## config.mk

```make
export PLATFORM = sky130hd
export DESIGN_NAME = cache_dm_refill
export DESIGN_NICKNAME = d
export VERILOG_FILES = /design/src/rtl/cache_dm_refill.sv
export SDC_FILE = /design/constraint.sdc
export NUM_CORES = 1
export LEC_CHECK = 0
export CORE_UTILIZATION = 54
export CTS_CLUSTER_SIZE = 14
export DETAILED_ROUTE_END_ITERATION = 7
export PLACE_DENSITY = 0.74
export SYNTH_ARGS = -nofsm -noshare
export SYNTH_HDL_FRONTEND = slang
export SYNTH_SLANG_ARGS = --single-unit
```

## constraint.sdc

```tcl
create_clock -name clk -period 7.1 [get_ports clk]
set_clock_uncertainty 0.1 [all_clocks]
set_input_delay 1.42 -clock clk [delete_from_list [all_inputs] [get_ports clk]]
set_output_delay 1.42 -clock clk [all_outputs]
set_load 0.01 [all_outputs]
```

## src/rtl/cache_dm_refill.sv

```systemverilog
// cache_dm_refill: direct-mapped read-only word cache with
// line refill from a req/ack backing memory.
//
// Ports:
//   clk, rst       clock, synchronous active-high reset
//   req_valid/addr CPU read request (word address)
//   req_ready      request accepted (high only in IDLE)
//   resp_valid     one-cycle response pulse
//   resp_data      response word (holds between pulses)
//   resp_hit       1 = hit, 0 = served after refill
//   flush          invalidate all lines
//   mem_req/addr   backing-memory read request
//   mem_ack/rdata  memory returns a word this cycle
// Optional (macro CACHE_DM_STATS_EN):
//   hit_count, miss_count  saturating 32-bit event counters
module cache_dm_refill #(
  parameter int WIDTH          = 32,
  parameter int NUM_LINES      = 4,
  parameter int WORDS_PER_LINE = 4,
  parameter int ADDR_W         = 8
) (
  input  logic              clk,
  input  logic              rst,
  input  logic              req_valid,
  input  logic [ADDR_W-1:0] req_addr,
  output logic              req_ready,
  output logic              resp_valid,
  output logic [WIDTH-1:0]  resp_data,
  output logic              resp_hit,
  input  logic              flush,
  output logic              mem_req,
  output logic [ADDR_W-1:0] mem_addr,
  input  logic              mem_ack,
  input  logic [WIDTH-1:0]  mem_rdata
`ifdef CACHE_DM_STATS_EN
  ,
  output logic [31:0]       hit_count,
  output logic [31:0]       miss_count
`endif
);

  localparam int OFF_W = $clog2(WORDS_PER_LINE);
  localparam int IDX_W = $clog2(NUM_LINES);
  localparam int TAG_W = ADDR_W - IDX_W - OFF_W;
  localparam int DEPTH = NUM_LINES * WORDS_PER_LINE;

  typedef enum logic [1:0] {
    IDLE,
    REFILL,
    RESPOND
  } state_e;

  state_e               state_q;
  logic [ADDR_W-1:0]    addr_q;
  logic [OFF_W-1:0]     cnt_q;
  logic [OFF_W-1:0]     cnt_d;
  logic [NUM_LINES-1:0] valid_q;
  logic                 flush_pend_q;
  logic                 resp_valid_q;
  logic                 resp_hit_q;
  logic [WIDTH-1:0]     resp_data_q;
  logic                 mem_req_q;
  logic [ADDR_W-1:0]    mem_addr_q;

  logic [TAG_W-1:0]     tag_q [NUM_LINES];
  logic [WIDTH-1:0]     data_q [DEPTH];

  logic [TAG_W-1:0]     req_tag;
  logic [IDX_W-1:0]     req_idx;
  logic [OFF_W-1:0]     req_off;
  logic [TAG_W-1:0]     a_tag;
  logic [IDX_W-1:0]     a_idx;
  logic [OFF_W-1:0]     a_off;

  logic                 accept;
  logic                 lookup_hit;
  logic                 ack_fire;
  logic                 last_word;
  logic [WIDTH-1:0]     hit_word;
  logic [WIDTH-1:0]     fill_word;

  assign req_tag = req_addr[ADDR_W-1 -: TAG_W];
  assign req_idx = req_addr[OFF_W +: IDX_W];
  assign req_off = req_addr[OFF_W-1:0];
  assign a_tag   = addr_q[ADDR_W-1 -: TAG_W];
  assign a_idx   = addr_q[OFF_W +: IDX_W];
  assign a_off   = addr_q[OFF_W-1:0];

  assign accept     = req_valid && (state_q == IDLE);
  assign lookup_hit = valid_q[req_idx] &&
                      (tag_q[req_idx] == req_tag);
  assign ack_fire   = (state_q == REFILL) &&
                      mem_req_q && mem_ack;
  assign last_word  = &cnt_q;
  assign cnt_d      = cnt_q + OFF_W'(1);
  assign hit_word   = data_q[{req_idx, req_off}];
  // The last word is still on the bus when the
  // response is latched, so bypass the array for it.
  assign fill_word  = (a_off == cnt_q) ? mem_rdata
                      : data_q[{a_idx, a_off}];

  always_ff @(posedge clk) begin
    if (rst) begin
      state_q      <= IDLE;
      addr_q       <= '0;
      cnt_q        <= '0;
      valid_q      <= '0;
      flush_pend_q <= 1'b0;
      resp_valid_q <= 1'b0;
      resp_hit_q   <= 1'b0;
      resp_data_q  <= '0;
      mem_req_q    <= 1'b0;
      mem_addr_q   <= '0;
    end else begin
      resp_valid_q <= 1'b0;
      unique case (state_q)
        IDLE: begin
          // Lookup above uses the pre-flush valid bits.
          if (flush || flush_pend_q) valid_q <= '0;
          flush_pend_q <= 1'b0;
          if (accept) begin
            addr_q <= req_addr;
            if (lookup_hit) begin
              resp_valid_q <= 1'b1;
              resp_hit_q   <= 1'b1;
              resp_data_q  <= hit_word;
            end else begin
              valid_q[req_idx] <= 1'b0;
              cnt_q      <= '0;
              mem_req_q  <= 1'b1;
              mem_addr_q <= {req_tag, req_idx,
                             {OFF_W{1'b0}}};
              state_q    <= REFILL;
            end
          end
        end
        REFILL: begin
          if (flush) flush_pend_q <= 1'b1;
          if (ack_fire) begin
            cnt_q <= cnt_d;
            if (last_word) begin
              mem_req_q      <= 1'b0;
              valid_q[a_idx] <= 1'b1;
              resp_valid_q   <= 1'b1;
              resp_hit_q     <= 1'b0;
              resp_data_q    <= fill_word;
              state_q        <= RESPOND;
            end else begin
              mem_addr_q <= {a_tag, a_idx, cnt_d};
            end
          end
        end
        RESPOND: begin
          if (flush) flush_pend_q <= 1'b1;
          state_q <= IDLE;
        end
        default: state_q <= IDLE;
      endcase
    end
  end

  // Data and tag storage carry no reset.
  always_ff @(posedge clk) begin
    if (!rst && ack_fire) begin
      data_q[{a_idx, cnt_q}] <= mem_rdata;
      if (last_word) tag_q[a_idx] <= a_tag;
    end
  end

  assign req_ready  = (state_q == IDLE);
  assign resp_valid = resp_valid_q;
  assign resp_data  = resp_data_q;
  assign resp_hit   = resp_hit_q;
  assign mem_req    = mem_req_q;
  assign mem_addr   = mem_addr_q;

`ifdef CACHE_DM_STATS_EN
  logic [31:0] hit_cnt_q;
  logic [31:0] miss_cnt_q;

  always_ff @(posedge clk) begin
    if (rst) begin
      hit_cnt_q  <= '0;
      miss_cnt_q <= '0;
    end else if (accept) begin
      if (lookup_hit && hit_cnt_q != '1)
        hit_cnt_q <= hit_cnt_q + 32'd1;
      if (!lookup_hit && miss_cnt_q != '1)
        miss_cnt_q <= miss_cnt_q + 32'd1;
    end
  end

  assign hit_count  = hit_cnt_q;
  assign miss_count = miss_cnt_q;
`endif

endmodule

```

Word-level counts from Yosys, hierarchy flattened
Memory sizes are Yosys's and may differ from the RTL's. A register that Yosys moved wholly into a read port is not among the register bits.
Cells that the tools add are included.
W data, S select, Z words.

word-level totals
  word-level logic and storage cells = 108
  RAM bits = 528
  bits of input ports = 45
  register bits after elaboration = 60
  memories kept = 2

memories
  memory  words  bits a word  rd ports  clocked after Yosys merged registers in  write ports  line  RTL
  data_q  16     32           2         1                                        1            66    logic [WIDTH-1:0] data_q [DEPTH];
  tag_q   4      4            1         0                                        1            65    logic [TAG_W-1:0] tag_q [NUM_LINES];

operators by class
  bitwise logic cells = 3
  $lt $le $gt $ge = 4
  eq/ne operators = 11
  add/subtract/negate cells = 1
  mux-type cells = 55
  reductions and logical operators = 22

operator list
  operator              count
  $mux W32              5
  $pmux W32 S2          1
  $mux W4               9
  $mux W8               4
  $mux W1               18
  $pmux W8 S2           1
  $reduce_and A5 Y1     3
  $mux W2               7
  $ne A2 B2 Y1 const B  4
  $pmux W1 S2           4
  $pmux W2 S2           2
  $pmux W4 S2           1
  $reduce_and A4 Y1     2
  $logic_and A1 B1 Y1   7
  $lt A2 B3 Y1 const B  2
  $ne A2 B1 Y1 const B  3
  $reduce_and A2 Y1     3
  $and A4 B4 Y4         1
  $demux W1 S2          2
  $eq A4 B4 Y1          1
  $ge A2 B1 Y1 const B  2
  $not A4 Y4            1
  $or A4 B4 Y4          1
  $reduce_bool A2 Y1    2
  other kinds (10)      10

Logic depth before layout (Yosys ltp)
  word-level depth = 9
  depth in mapped cells = 9
  depth with buffers taken out = 7

Worst setup path after synthesis
Ideal clock, no wire load.

  path kind = input to register
  from = input rst
  to = memory data_q[3][0] (enable)
  cell stages on the path = 4
  setup slack = 2.155 ns
  path buffers = 1
  arrival = 4.384 ns
  cell sequence = clkbuf_1 > nor3b_1 > nand2_1 > nor3_1

between the ends
  longest elaborated chain between the ends = 4

ends and longest elaborated chain
  item                           line  RTL
  start, declared                23    input logic rst,
  $logic_not A1 Y1               164   if (!rst && ack_fire) begin
  $logic_and A1 B1 Y1            164
  $mux W1                        164
  $mux W1 (not written as such)  165   data_q[{a_idx, cnt_q}] <= mem_rdata;
  end, declared                  66

No other way between the ends.

Worst setup path in the final report
  from = input req_addr[2]
  to = register resp_data_q[30] (netlist: resp_data[30])

between the ends
  longest elaborated chain between the ends = 5
  elaborated cells on any way between the ends = 11

ends and longest elaborated chain
  item                                          line    RTL
  start, declared                               25      input logic [ADDR_W-1:0] req_addr,
  $mem_v2 Z4 W4 or $bmux W1 S2 (tied branches)  n/a
  $eq A4 B4 Y1 or $mux W1 (tied branches)       91, 90
  $logic_and A1 B1 Y1                           90      assign lookup_hit = valid_q[req_idx] &&
  $ne A2 B1 Y1 (no line)                        n/a
  $reduce_and A5 Y1 (no line)                   n/a
  end signal, assigned                          126     resp_data_q <= hit_word;
  end signal, assigned                          146     resp_data_q <= fill_word;
  end, declared                                 61      logic [WIDTH-1:0] resp_data_q;

Parallel ways exist; a longest one is shown, timed or not. The select of a mux whose other input is x is not followed.
A chain may end at the register's enable or synchronous reset.

==> impl_metrics.ini <==
[outcome]
status = finished, final reports clean

[setup_path]
critPathRequiredTime_ns = 7.52
critPathKind = primary input to flop
crit_start = req_addr[2]
worstPathMaxFanout = 32
cp-start-kind = primary input
r2r_start = state_q[1]$_SDFFE_PP0P_
end_kind = flop
cp_data_arrival_time_ns = 5.17

[sta]
hold_ws_ns = 0.369
min_period_ns = 4.76
finalSetupViolCount = 0
worst_pin_slew_ns = 1.17
finalMaxSlewViolations = 0
setup_tns_ns = 0
fmax_ghz = 0.210
period_share_pct = 67.0
grt_setup_unrepaired = false
maxSlewHeadroom_pct = 22.1
hold_violations = 0

[synthesis]
synth_edf_count = 528
synth.most_common_cell = edfxtp_1
ys_warn_count = 0
netlist_instances = 1477
synth_ff_type = edfxtp_1
syn_area_per_cell_um2 = 18.4
async_flop_share_pct = 0
synthesis.area_um2 = 27200
ys_seq_elements = 592
ys_types = 47
ys_seq_area_share_pct = 62.9
yosysTopAreaCell = edfxtp_1
syn_nets = 1530
netlist_top_cells_count = edfxtp_1, mux4_2, nor2_1
yosysTopAreaCellShare_pct = 58.2
synth_area_leaders = edfxtp_1, mux4_2, dfxtp_1

[detailed_routing]
drt-vias-per-instance = 6.89
antenna_left = 0
drt_iter0_drc = 1847
post_drt_wl_per_cell_um = 30.5
vias = 15536
drc = 0
drt_first_pass_iters = 5
wirelength_um = 68700

[global_routing]
grt_pass1_vias = 15985
grt_max_degree = 71
grt_pass1_wl_um = 102000
grtUsageTotal_pct = 27.7
overflow = 0
grt_antenna_before_repair = 3

[min_path]
holdCritStartpoint = mem_addr[1]$_SDFFE_PP0P_
hold_path.class = flop to flop

[cts]
cts-root-buf = clkbuf_16
cts_resized = 0
cts_buffers = 59
cts_tree = done
clk_path_buf_depth = 3
cts_sinks = 592
path_clk_slew_ns = 0.06
htreeDepth = 2
ctsHoldBuffers = 0
cts_setup_buffers = 0
clkLatencyLatePin_ns = 0.63

[power_and_ir_drop]
leakagePower_uw = 0.00934
p_per_area_nw_per_um2 = 286
vdd_drop_max_v = 0.000257

[floorplan]
die_w_um = 227
start_util_pct = 55.2
coreArea_um2 = 49400
rows = 81
io_pins = 89
dieArea_um2 = 51300
die_y_um = 227

[layout]
design_area_um2 = 30800
fill_cells = 3439
area_delta_synth_final_pct = 13.2
drive_gt1_share_pct = 29.9
fin_nets = 1592

[flow_run]
maxCapViolations = 0

[place]
hpwl_um = 35800
port_buffers = 88
placed_cell_area_um2 = 28800
place_congestion = 0.777
[cell families after synthesis]
kind of cell,share of synthesized area [%]
adder cells (fa/ha/maj),0.368
AND/OR/NAND/NOR,3.09
flip-flops,62.9
AO/OA/AOI/OAI,6.41
buffers and inverters,2.39
multiplexers,24.6
XOR/XNOR,0.161
[critical path: stages]
cell and delay (ns):
clkdlybuf4s50_1 0.89, mux4_2 0.60, xor2_1 0.15, nor2_1 0.60, nand4_4 0.91, a221oi_2 0.54
[power breakdown]
group | internal (µW) | switching [µW] | total, µW | leakage [µW]
Clock | 1940 | 1320 | 3260 | 0.00100
Combinational | 692 | 858 | 1550 | 0.00307
Sequential | 3880 | 139 | 4020 | 0.00527
Total | 6510 | 2310 | 8830 | 0.00934
[placed cells by master, fill, tap and decap left out, types with 12 or more instances in the layout]
cell type,count
mux2i_1,76
nor2_1,112
a2111oi_2,17
clkinv_2,12
a21oi_1,46
clkbuf_1,18
a221oi_2,30
edfxtp_1,528
a22oi_1,64
clkdlybuf4s50_1,85
buf_4,33
a2111oi_1,12
mux4_2,260
dfxtp_1,61
nor2_4,13
nand2_1,43
clkbuf_16,60
[sequential cells by signal, indices dropped and copies added (netlist names), named ones only]
name	count
valid_q	4
data_q	512
resp_valid	1
flush_pend_q	1
cnt_q	2
addr_q	8
tag_q	16
state_q	2
mem_addr	8
resp_data	32
resp_hit	1
mem_req	1
[routing by layer]
layer | track usage [%] | wire (µm) | vias to the layer above | part of all wire, %
met4 | 9.52 | 1980 | 4 | 2.9
met2 | 45.4 | 34300 | 871 | 50
met1 | 38.5 | 26400 | 8168 | 38
li1 | - | - | 6350 | -
met3 | 3.95 | 5980 | 143 | 8.7
met5 | 0 | 27 | - | 0.039
[final timing paths]
path | end | slack, ns | depth (start not counted)
worst min register to register | mem_addr[1]$_SDFFE_PP0P_ | 0.37 | 2
worst min-delay path | mem_addr[1]$_SDFFE_PP0P_ | 0.37 | 2
worst max register to register | resp_data[31]$_SDFFE_PP0P_ | 3.43 | 6
worst max-delay path | resp_data[30]$_SDFFE_PP0P_ | 2.34 | 6
[cell type report]
type	count	area [µm²]	area share, %
antenna	1	2.50	0.00812
clock buffer	87	1690	5.49
clock inverter	25	340	1.10
inverter	8	30.0	0.0974
multi-input combinational	756	9600	31.2
sequential	592	17100	55.6
tap	664	831	2.70
timing repair buffer	122	1170	3.80
[stage by stage]
step,utilization (%),std cells,setup WS (ns),total power (µW)
2_1_floorplan,-,1477,2.16,5090
3_3_place_gp,58.3,2142,1.87,5600
3_5_place_dp,58.3,2142,1.76,5630
4_1_cts,62.4,2254,2.37,8860
5_1_grt,62.4,2255,2.10,9100
6_report,62.4,2255,2.34,8830
Power figures use the tool's default switching activity.
